File: src/rtl/v_lanes_pkg.sv
// Shared encodings, FSM state type and defaults for the vector lane dispatcher.
package v_lanes_pkg;

    localparam int unsigned VlenDefault = 128;

    localparam logic [2:0] Lmul1 = 3'b000;
    localparam logic [2:0] Lmul2 = 3'b001;
    localparam logic [2:0] Lmul4 = 3'b010;

    localparam logic [1:0] Lanes4  = 2'b00;
    localparam logic [1:0] Lanes8  = 2'b01;
    localparam logic [1:0] Lanes16 = 2'b10;

    typedef enum logic [2:0] {
        StIdle,
        StCheck,
        StRead,
        StIssue,
        StWait,
        StCmpl
    } disp_state_e;

    // Group size in registers; illegal codes map to 4 and are rejected separately.
    function automatic logic [2:0] nregs_of(input logic [2:0] lmul);
        case (lmul)
            Lmul1:   return 3'd1;
            Lmul2:   return 3'd2;
            default: return 3'd4;
        endcase
    endfunction

    function automatic logic lmul_legal(input logic [2:0] lmul);
        return lmul inside {Lmul1, Lmul2, Lmul4};
    endfunction

    function automatic logic lanes_legal(input logic [1:0] lanes);
        return lanes inside {Lanes4, Lanes8, Lanes16};
    endfunction

endpackage

File: src/rtl/v_operand_stage.sv
// Eight VLEN-wide operand chunk registers (four per source) written one slot per beat.
module v_operand_stage
    import v_lanes_pkg::*;
#(
    parameter int unsigned VLEN = VlenDefault
) (
    input  logic                 clk,
    input  logic                 rst,
    input  logic                 clr,
    input  logic                 wr,
    input  logic [1:0]           slot,
    input  logic [VLEN-1:0]      data_a,
    input  logic [VLEN-1:0]      data_b,
    output logic [3:0][VLEN-1:0] op_a,
    output logic [3:0][VLEN-1:0] op_b
);

    // Clear has priority so a new request never inherits a stale chunk.
    always_ff @(posedge clk or posedge rst) begin
        if (rst) begin
            op_a <= '0;
            op_b <= '0;
        end else if (clr) begin
            op_a <= '0;
            op_b <= '0;
        end else if (wr) begin
            op_a[slot] <= data_a;
            op_b[slot] <= data_b;
        end
    end

endmodule

File: src/rtl/v_lane_dispatch.sv
// Issue-side initiator: reads vs1/vs2 groups, stages operands, starts lanes, reports completion.
// Optional lane watchdog enabled by defining V_DISPATCH_TIMEOUT_EN.
module v_lane_dispatch
    import v_lanes_pkg::*;
#(
    parameter int unsigned VLEN           = VlenDefault,
    parameter int unsigned NREG           = 32,
    parameter int unsigned TIMEOUT_CYCLES = 64
) (
    input  logic                    clk,
    input  logic                    nrst,
    input  logic                    req_valid,
    output logic                    req_ready,
    input  logic [5:0]              req_op_alu,
    input  logic [5:0]              req_op_mul,
    input  logic [2:0]              req_vsew,
    input  logic [2:0]              req_lmul,
    input  logic [1:0]              req_lanes,
    input  logic [$clog2(NREG)-1:0] req_vs1,
    input  logic [$clog2(NREG)-1:0] req_vs2,
    output logic                    rf_rd_en,
    output logic [$clog2(NREG)-1:0] rf_addr_a,
    output logic [$clog2(NREG)-1:0] rf_addr_b,
    input  logic [VLEN-1:0]         rf_data_a,
    input  logic [VLEN-1:0]         rf_data_b,
    output logic [5:0]              op_instr_alu,
    output logic [5:0]              op_instr_mul,
    output logic [2:0]              vsew,
    output logic [2:0]              lmul,
    output logic [1:0]              lanes,
    output logic [VLEN-1:0]         op_A_1,
    output logic [VLEN-1:0]         op_A_2,
    output logic [VLEN-1:0]         op_A_3,
    output logic [VLEN-1:0]         op_A_4,
    output logic [VLEN-1:0]         op_B_1,
    output logic [VLEN-1:0]         op_B_2,
    output logic [VLEN-1:0]         op_B_3,
    output logic [VLEN-1:0]         op_B_4,
    output logic                    lane_start,
    input  logic                    lane_done,
    output logic                    cmpl_valid,
    output logic                    cmpl_err
);

    localparam int unsigned AW = $clog2(NREG);

    disp_state_e          state;
    logic [2:0]           k;
    logic [2:0]           k_next;
    logic [AW-1:0]        vs1_q;
    logic [AW-1:0]        vs2_q;
    logic [2:0]           nregs;
    logic [AW-1:0]        align_mask;
    logic                 legal;
    logic                 accept;
    logic                 stage_wr;
    logic [1:0]           stage_slot;
    logic [3:0][VLEN-1:0] op_a;
    logic [3:0][VLEN-1:0] op_b;

`ifdef V_DISPATCH_TIMEOUT_EN
    localparam int unsigned WdW = $clog2(TIMEOUT_CYCLES + 1);
    logic [WdW-1:0] wd_cnt;
`else
    logic unused_timeout_cfg;
    assign unused_timeout_cfg = ^TIMEOUT_CYCLES;
`endif

    assign req_ready = (state == StIdle);
    assign accept    = req_valid && (state == StIdle);
    assign k_next    = k + 3'd1;

    always_comb begin
        nregs      = nregs_of(lmul);
        align_mask = AW'(nregs - 3'd1);
        legal      = lmul_legal(lmul) && lanes_legal(lanes) &&
                     ((vs1_q & align_mask) == '0) && ((vs2_q & align_mask) == '0);
    end

    // Beat k (k >= 1) captures the data of the read issued in the previous cycle.
    assign stage_wr   = (state == StRead) && (k != 3'd0);
    assign stage_slot = 2'(k - 3'd1);

    always_ff @(posedge clk or posedge nrst) begin
        if (nrst) begin
            state        <= StIdle;
            k            <= '0;
            vs1_q        <= '0;
            vs2_q        <= '0;
            op_instr_alu <= '0;
            op_instr_mul <= '0;
            vsew         <= '0;
            lmul         <= '0;
            lanes        <= '0;
            rf_rd_en     <= 1'b0;
            rf_addr_a    <= '0;
            rf_addr_b    <= '0;
            lane_start   <= 1'b0;
            cmpl_valid   <= 1'b0;
            cmpl_err     <= 1'b0;
`ifdef V_DISPATCH_TIMEOUT_EN
            wd_cnt       <= '0;
`endif
        end else begin
            case (state)
                StIdle: begin
                    if (req_valid) begin
                        op_instr_alu <= req_op_alu;
                        op_instr_mul <= req_op_mul;
                        vsew         <= req_vsew;
                        lmul         <= req_lmul;
                        lanes        <= req_lanes;
                        vs1_q        <= req_vs1;
                        vs2_q        <= req_vs2;
                        state        <= StCheck;
                    end
                end
                StCheck: begin
                    if (legal) begin
                        k         <= '0;
                        rf_rd_en  <= 1'b1;
                        rf_addr_a <= vs1_q;
                        rf_addr_b <= vs2_q;
                        state     <= StRead;
                    end else begin
                        cmpl_valid <= 1'b1;
                        cmpl_err   <= 1'b1;
                        state      <= StCmpl;
                    end
                end
                StRead: begin
                    k <= k_next;
                    if (k_next < nregs) begin
                        rf_rd_en  <= 1'b1;
                        rf_addr_a <= vs1_q + AW'(k_next);
                        rf_addr_b <= vs2_q + AW'(k_next);
                    end else begin
                        rf_rd_en <= 1'b0;
                    end
                    if (k == nregs) begin
                        lane_start <= 1'b1;
                        state      <= StIssue;
                    end
                end
                StIssue: begin
                    lane_start <= 1'b0;
`ifdef V_DISPATCH_TIMEOUT_EN
                    wd_cnt     <= '0;
`endif
                    state      <= StWait;
                end
                StWait: begin
                    if (lane_done) begin
                        cmpl_valid <= 1'b1;
                        cmpl_err   <= 1'b0;
                        state      <= StCmpl;
                    end
`ifdef V_DISPATCH_TIMEOUT_EN
                    else if (wd_cnt == WdW'(TIMEOUT_CYCLES)) begin
                        cmpl_valid <= 1'b1;
                        cmpl_err   <= 1'b1;
                        state      <= StCmpl;
                    end else begin
                        wd_cnt <= wd_cnt + WdW'(1);
                    end
`endif
                end
                StCmpl: begin
                    cmpl_valid <= 1'b0;
                    cmpl_err   <= 1'b0;
                    state      <= StIdle;
                end
                default: state <= StIdle;
            endcase
        end
    end

    v_operand_stage #(
        .VLEN (VLEN)
    ) u_stage (
        .clk    (clk),
        .rst    (nrst),
        .clr    (accept),
        .wr     (stage_wr),
        .slot   (stage_slot),
        .data_a (rf_data_a),
        .data_b (rf_data_b),
        .op_a   (op_a),
        .op_b   (op_b)
    );

    assign op_A_1 = op_a[0];
    assign op_A_2 = op_a[1];
    assign op_A_3 = op_a[2];
    assign op_A_4 = op_a[3];
    assign op_B_1 = op_b[0];
    assign op_B_2 = op_b[1];
    assign op_B_3 = op_b[2];
    assign op_B_4 = op_b[3];

endmodule

File: config.mk
export PLATFORM = sky130hd
export DESIGN_NAME = v_lane_dispatch
export DESIGN_NICKNAME = d
export VERILOG_FILES = /design/src/rtl/v_lanes_pkg.sv /design/src/rtl/v_operand_stage.sv /design/src/rtl/v_lane_dispatch.sv
export SDC_FILE = /design/constraint.sdc
export NUM_CORES = 2
export LEC_CHECK = 0
export CAP_MARGIN = 0
export CORE_AREA = 2 2 528 530
export CTS_BUF_LIST = sky130_fd_sc_hd__clkbuf_8
export CTS_CLUSTER_DIAMETER = 150
export DETAILED_ROUTE_END_ITERATION = 16
export DIE_AREA = 0 0 530 532
export SLEW_MARGIN = 20
export SYNTH_ARGS = -nofsm -noshare
export SYNTH_HDL_FRONTEND = slang
export SYNTH_SLANG_ARGS = --single-unit
File: constraint.sdc
create_clock -name clk -period 43 [get_ports clk]
set_input_delay 6.45 -clock clk [delete_from_list [all_inputs] [get_ports clk]]
set_output_delay 6.45 -clock clk [all_outputs]
set_load 0.01 [all_outputs]
==> summary by stage <==
Status
The flow ran to the end, and the final reports show no timing, DRC or antenna violations.

Drt
The number of search-and-repair iterations in the first detailed-routing pass is 8. In the routed design, unresolved DRC markers number 0. The residual antenna-violating net count after detailed routing is 0.

The detailed router placed 40954 vias in this run. Summed over all layers, the routed wires come to 236000 um. The routed via count divided by cell count is just over 4.

The number of DRC violations after detailed-routing iteration 0 is 3277. In the final routed layout, each cell accounts on average for 23.9 um.

Critical path
The required time at the endpoint of the critical path is 43.74 ns. The endpoint identified for the worst register-to-register timing path is u_stage.op_b[80]$_DFFE_PP0P_. The kind of start point of the critical path is an input pin.

The number of cells traversed by the worst register-to-register path is 9. The start of the worst register-to-register path is state[2]$_DFFE_PP0P_. Counting both buffers and inverters, the worst setup path holds a total of 7. On the worst path, the slowest cell contributes a delay of 0.85 ns. The worst setup path is captured at a flop. Walking the worst path, the cells encountered are clkdlybuf4s50_1 > nand2b_1 > nor3_2 > buf_4 > buf_4 > buf_4 > buf_4 > buf_4 > buf_4 > a21oi_1. The maximum fanout along the worst path is 97. The category of cells accounting for the largest share of critical-path delay is buffers and inverters. Counting stages on the worst path, the most repeated cell is sky130_fd_sc_hd__buf_4. The critical path in this run is classified as input pin to flop. The data arrival time of the worst path is about 12 ns.

The reg2reg setup slack is 37.09 ns. The library cell contributing the largest single delay on the critical path is sky130_fd_sc_hd__buf_4.

STA
The number of hold-slack violations in the final timing report is 0. The worst slack on hold paths is 0.487 ns. At the pin with the least slew margin, the transition time is between 1 and 1.5 ns. The maximum achievable frequency is 89.9 MHz.

Of the available clock period, the critical path in the final layout requires 25.9%. The max-slew violation count came to 0. Setup violations remaining at the end of the flow were counted as 0. The largest clock skew in the final design is approximately 0.08 ns. The setup slack after layout is approximately 32 ns. Setup repair after global routing left no endpoint under its margin.

The clock period minus worst slack is between 10 and 15 ns. The tightest slew margin relative to the limit is 24.8%. The final setup TNS is 0 ns.

Pwr
For this design the ratio of total power to cell area is 44.3 mW/mm^2. VDD sags by at most between 0.00003 and 0.00004 V. In this run the static leakage power is 0.0264 uW.

Die
The floorplan step set the die width to 530 um. The number of I/O pins is 1349. The core outline area is 0.276 mm^2. The starting density of the core is 15.5%. The die boundary height is 532 um. The die area is 0.282 mm^2. After floorplanning, the core was divided into 193 placement rows.

Global routing
The largest net degree at the start of global routing is between 100 and 150. The global-route wire length before repair is 321000 um. The initial antenna violation count was just under 60. The global-route usage over all layers is 15.9%. The via count of the first global-routing pass is 39740. The overall overflow remaining after global route is 0.

Synth
The number of warnings issued by yosys is 0. For this run, the register share of the synthesized area comes to around 63%. The share of flip-flops with an asynchronous set or reset after synthesis is 100%. A synthesized cell averages 9.08 um^2. The post-synthesis register bit count is 1074.

The most used flip-flop cell after synthesis is sky130_fd_sc_hd__dfrtp_1. The number of nets in the synthesized netlist is 5021. The synthesized design contains 0 enable-type register cells. The number of different library cells used by synthesis comes to 39.

Summing every instance area after synthesis gives 0.0428 mm^2. Counting every instance in the synthesized netlist gives 4715.

Layout
Excluding fillers, the count of instances in the completed layout stands at 9851. Cells fill between 20% and 30% of the core in the end. Of the cells placed in the final design, the portion with a size suffix greater than 1 is 6.32%. The area growth from synthesis to layout is 49.7%.

The number of nets at the end of the flow is 6275.

Min path
The startpoint of the lowest-slack hold path is op_instr_alu[5]$_DFFE_PP0P_. The worst min-delay path category is flop to flop. The worst hold endpoint is op_instr_alu[5]$_DFFE_PP0P_.

The worst hold path was traced through 2 stages.

Clock network
The tree is rooted in a sky130_fd_sc_hd__clkbuf_8. The clock net in this run drives a total of 1074 sinks. TritonCTS built the clock tree.

The post-cts gate resize count is 0. For this design, the CTS-stage hold fixing added 0 buffers. The later pin in the worst-skew pair is clocked with a latency of 0.97 ns. The clock buffer count from CTS is 197. The CTS H-tree depth is 4.

The number of buffers between clock root and the deepest sink is 4. The clock transition at the registers of the reported paths is 0.07 ns. After clock tree synthesis, the setup repair step added 0 buffers.

Placement
The placer congestion estimate is roughly 0.90. The worst-case setup slack after placement is 31.05 ns. The total instance count after detailed placement is 9474. The half-perimeter wire length of the detailed placement result is 177000 um. The count of buffers from port buffering is roughly 1300.

Flow run
Across the run, the number of max-cap violations was 0.
## cells in the final DEF, fill, tap and decap left out, types with 10 or more instances in the layout
master / count
sky130_fd_sc_hd__o21ai_0: 10
sky130_fd_sc_hd__buf_4: 58
sky130_fd_sc_hd__nand2_1: 2148
sky130_fd_sc_hd__dfrtp_1: 1074
sky130_fd_sc_hd__ha_1: 14
sky130_fd_sc_hd__bufinv_16: 14
sky130_fd_sc_hd__clkbuf_8: 240
sky130_fd_sc_hd__diode_2: 23
sky130_fd_sc_hd__mux2_4: 10
sky130_fd_sc_hd__nand3_1: 88
sky130_fd_sc_hd__clkinv_2: 21
sky130_fd_sc_hd__a21oi_1: 952
sky130_fd_sc_hd__clkdlybuf4s50_1: 1348
sky130_fd_sc_hd__inv_1: 62
## state kept, by name, summed over array words and instances (netlist names)
signal and count:
u_stage.op_a 512, rf_addr_a 5, rf_addr_b 5, lanes 2, lane_start 1, k 3, lmul 3, vs2_q 5
cmpl_valid 1, u_stage.op_b 512, cmpl_err 1, vs1_q 5, state 3, vsew 3, op_instr_alu 6, op_instr_mul 6
rf_rd_en 1
## worst max-delay path by stage
stage                                               end  startpoint  cells past startpoint  slack (ns)
after floorplan                    cmpl_err$_DFFE_PP0P_        nrst                      1        6.32
after global placement    u_stage.op_b[445]$_DFFE_PP0P_   req_valid                     10       31.14
after detailed placement  u_stage.op_b[192]$_DFFE_PP0P_   req_valid                     10       31.05
after CTS                 u_stage.op_b[431]$_DFFE_PP0P_   req_valid                     10       32.15
after global routing      u_stage.op_b[316]$_DFFE_PP0P_   req_valid                     10       31.73
final                      u_stage.op_b[80]$_DFFE_PP0P_   req_valid                     10       31.88
## kinds of logic after synthesis
| family | Yosys count | share of synthesized area, % |
|---|---|---|
| compound gates | 975 | 11.5 |
| xor+xnor | 9 | 0.184 |
| fa+ha+maj | 16 | 0.502 |
| buf+inv | 359 | 4.23 |
| flops | 1074 | 62.8 |
| mux | 14 | 0.456 |
| simple gates | 2268 | 20.3 |
## metal layers
layer | part of all wire [%] | GRT usage, %
met4 | 4.5 | 6.47
met1 | 42 | 20.4
met5 | 0.059 | 0
met3 | 11 | 5.60
met2 | 43 | 24.2
## area by class of cell
type,instances,area [um^2]
Antenna cell,23,57.6
Clock buffer,240,3300
Clock inverter,113,990
Fill cell,29821,212000
Inverter,4,22.5
Multi-Input combinational cell,3282,14200
Sequential cell,1074,26900
Tap cell,3705,4640
Timing Repair Buffer,1410,14000
## where the power goes
part           total, uW  leakage (uW)  internal, uW  switching, uW
clock network       1080       0.00241           596            486
registers           1160        0.0149          1090           66.1
logic                597       0.00911           233            364
total               2840        0.0264          1920            917
## Yosys cell counts (2+ instances only)
cell type,n,area [um^2]
sky130_fd_sc_hd__buf_6,4,45.0
sky130_fd_sc_hd__inv_1,4,15.0
sky130_fd_sc_hd__buf_2,161,806
sky130_fd_sc_hd__nand2b_1,3,18.8
sky130_fd_sc_hd__mux2_2,4,45.0
sky130_fd_sc_hd__xor2_1,4,35.0
sky130_fd_sc_hd__nor2b_1,4,25.0
sky130_fd_sc_hd__nor3_1,3,15.0
sky130_fd_sc_hd__and3_1,4,25.0
sky130_fd_sc_hd__nand3b_1,2,15.0
sky130_fd_sc_hd__a21o_1,2,15.0
sky130_fd_sc_hd__clkbuf_1,108,405
sky130_fd_sc_hd__xnor2_1,5,43.8
sky130_fd_sc_hd__a21oi_1,952,4760
sky130_fd_sc_hd__o31ai_1,2,15.0
sky130_fd_sc_hd__fa_1,2,40.0
sky130_fd_sc_hd__nand3_1,92,460
sky130_fd_sc_hd__o21ai_0,10,50.1
sky130_fd_sc_hd__ha_1,14,175
sky130_fd_sc_hd__mux2_4,10,150
sky130_fd_sc_hd__dfrtp_1,1074,26900
sky130_fd_sc_hd__nor2_1,6,22.5
sky130_fd_sc_hd__nand2_1,2148,8060
sky130_fd_sc_hd__buf_1,20,75.1
sky130_fd_sc_hd__buf_4,62,465
sky130_fd_sc_hd__o22ai_1,2,12.5
## through the flow
stage | total power, uW | cell area [um^2]
after floorplan | 1430 | 42800
after global placement | 1770 | 59700
after detailed placement | 1780 | 59700
after CTS | 2880 | 64000
after global routing | 2970 | 64100
final | 2840 | 64100
## worst min-delay path, delay by kind of cell (launching register included)
kind | cells | cell delay (ns)
flip-flops | 1 | 0.35
AND/OR/NAND/NOR | 2 | 0.11
Note: power is estimated with default switching activity, not from simulation.
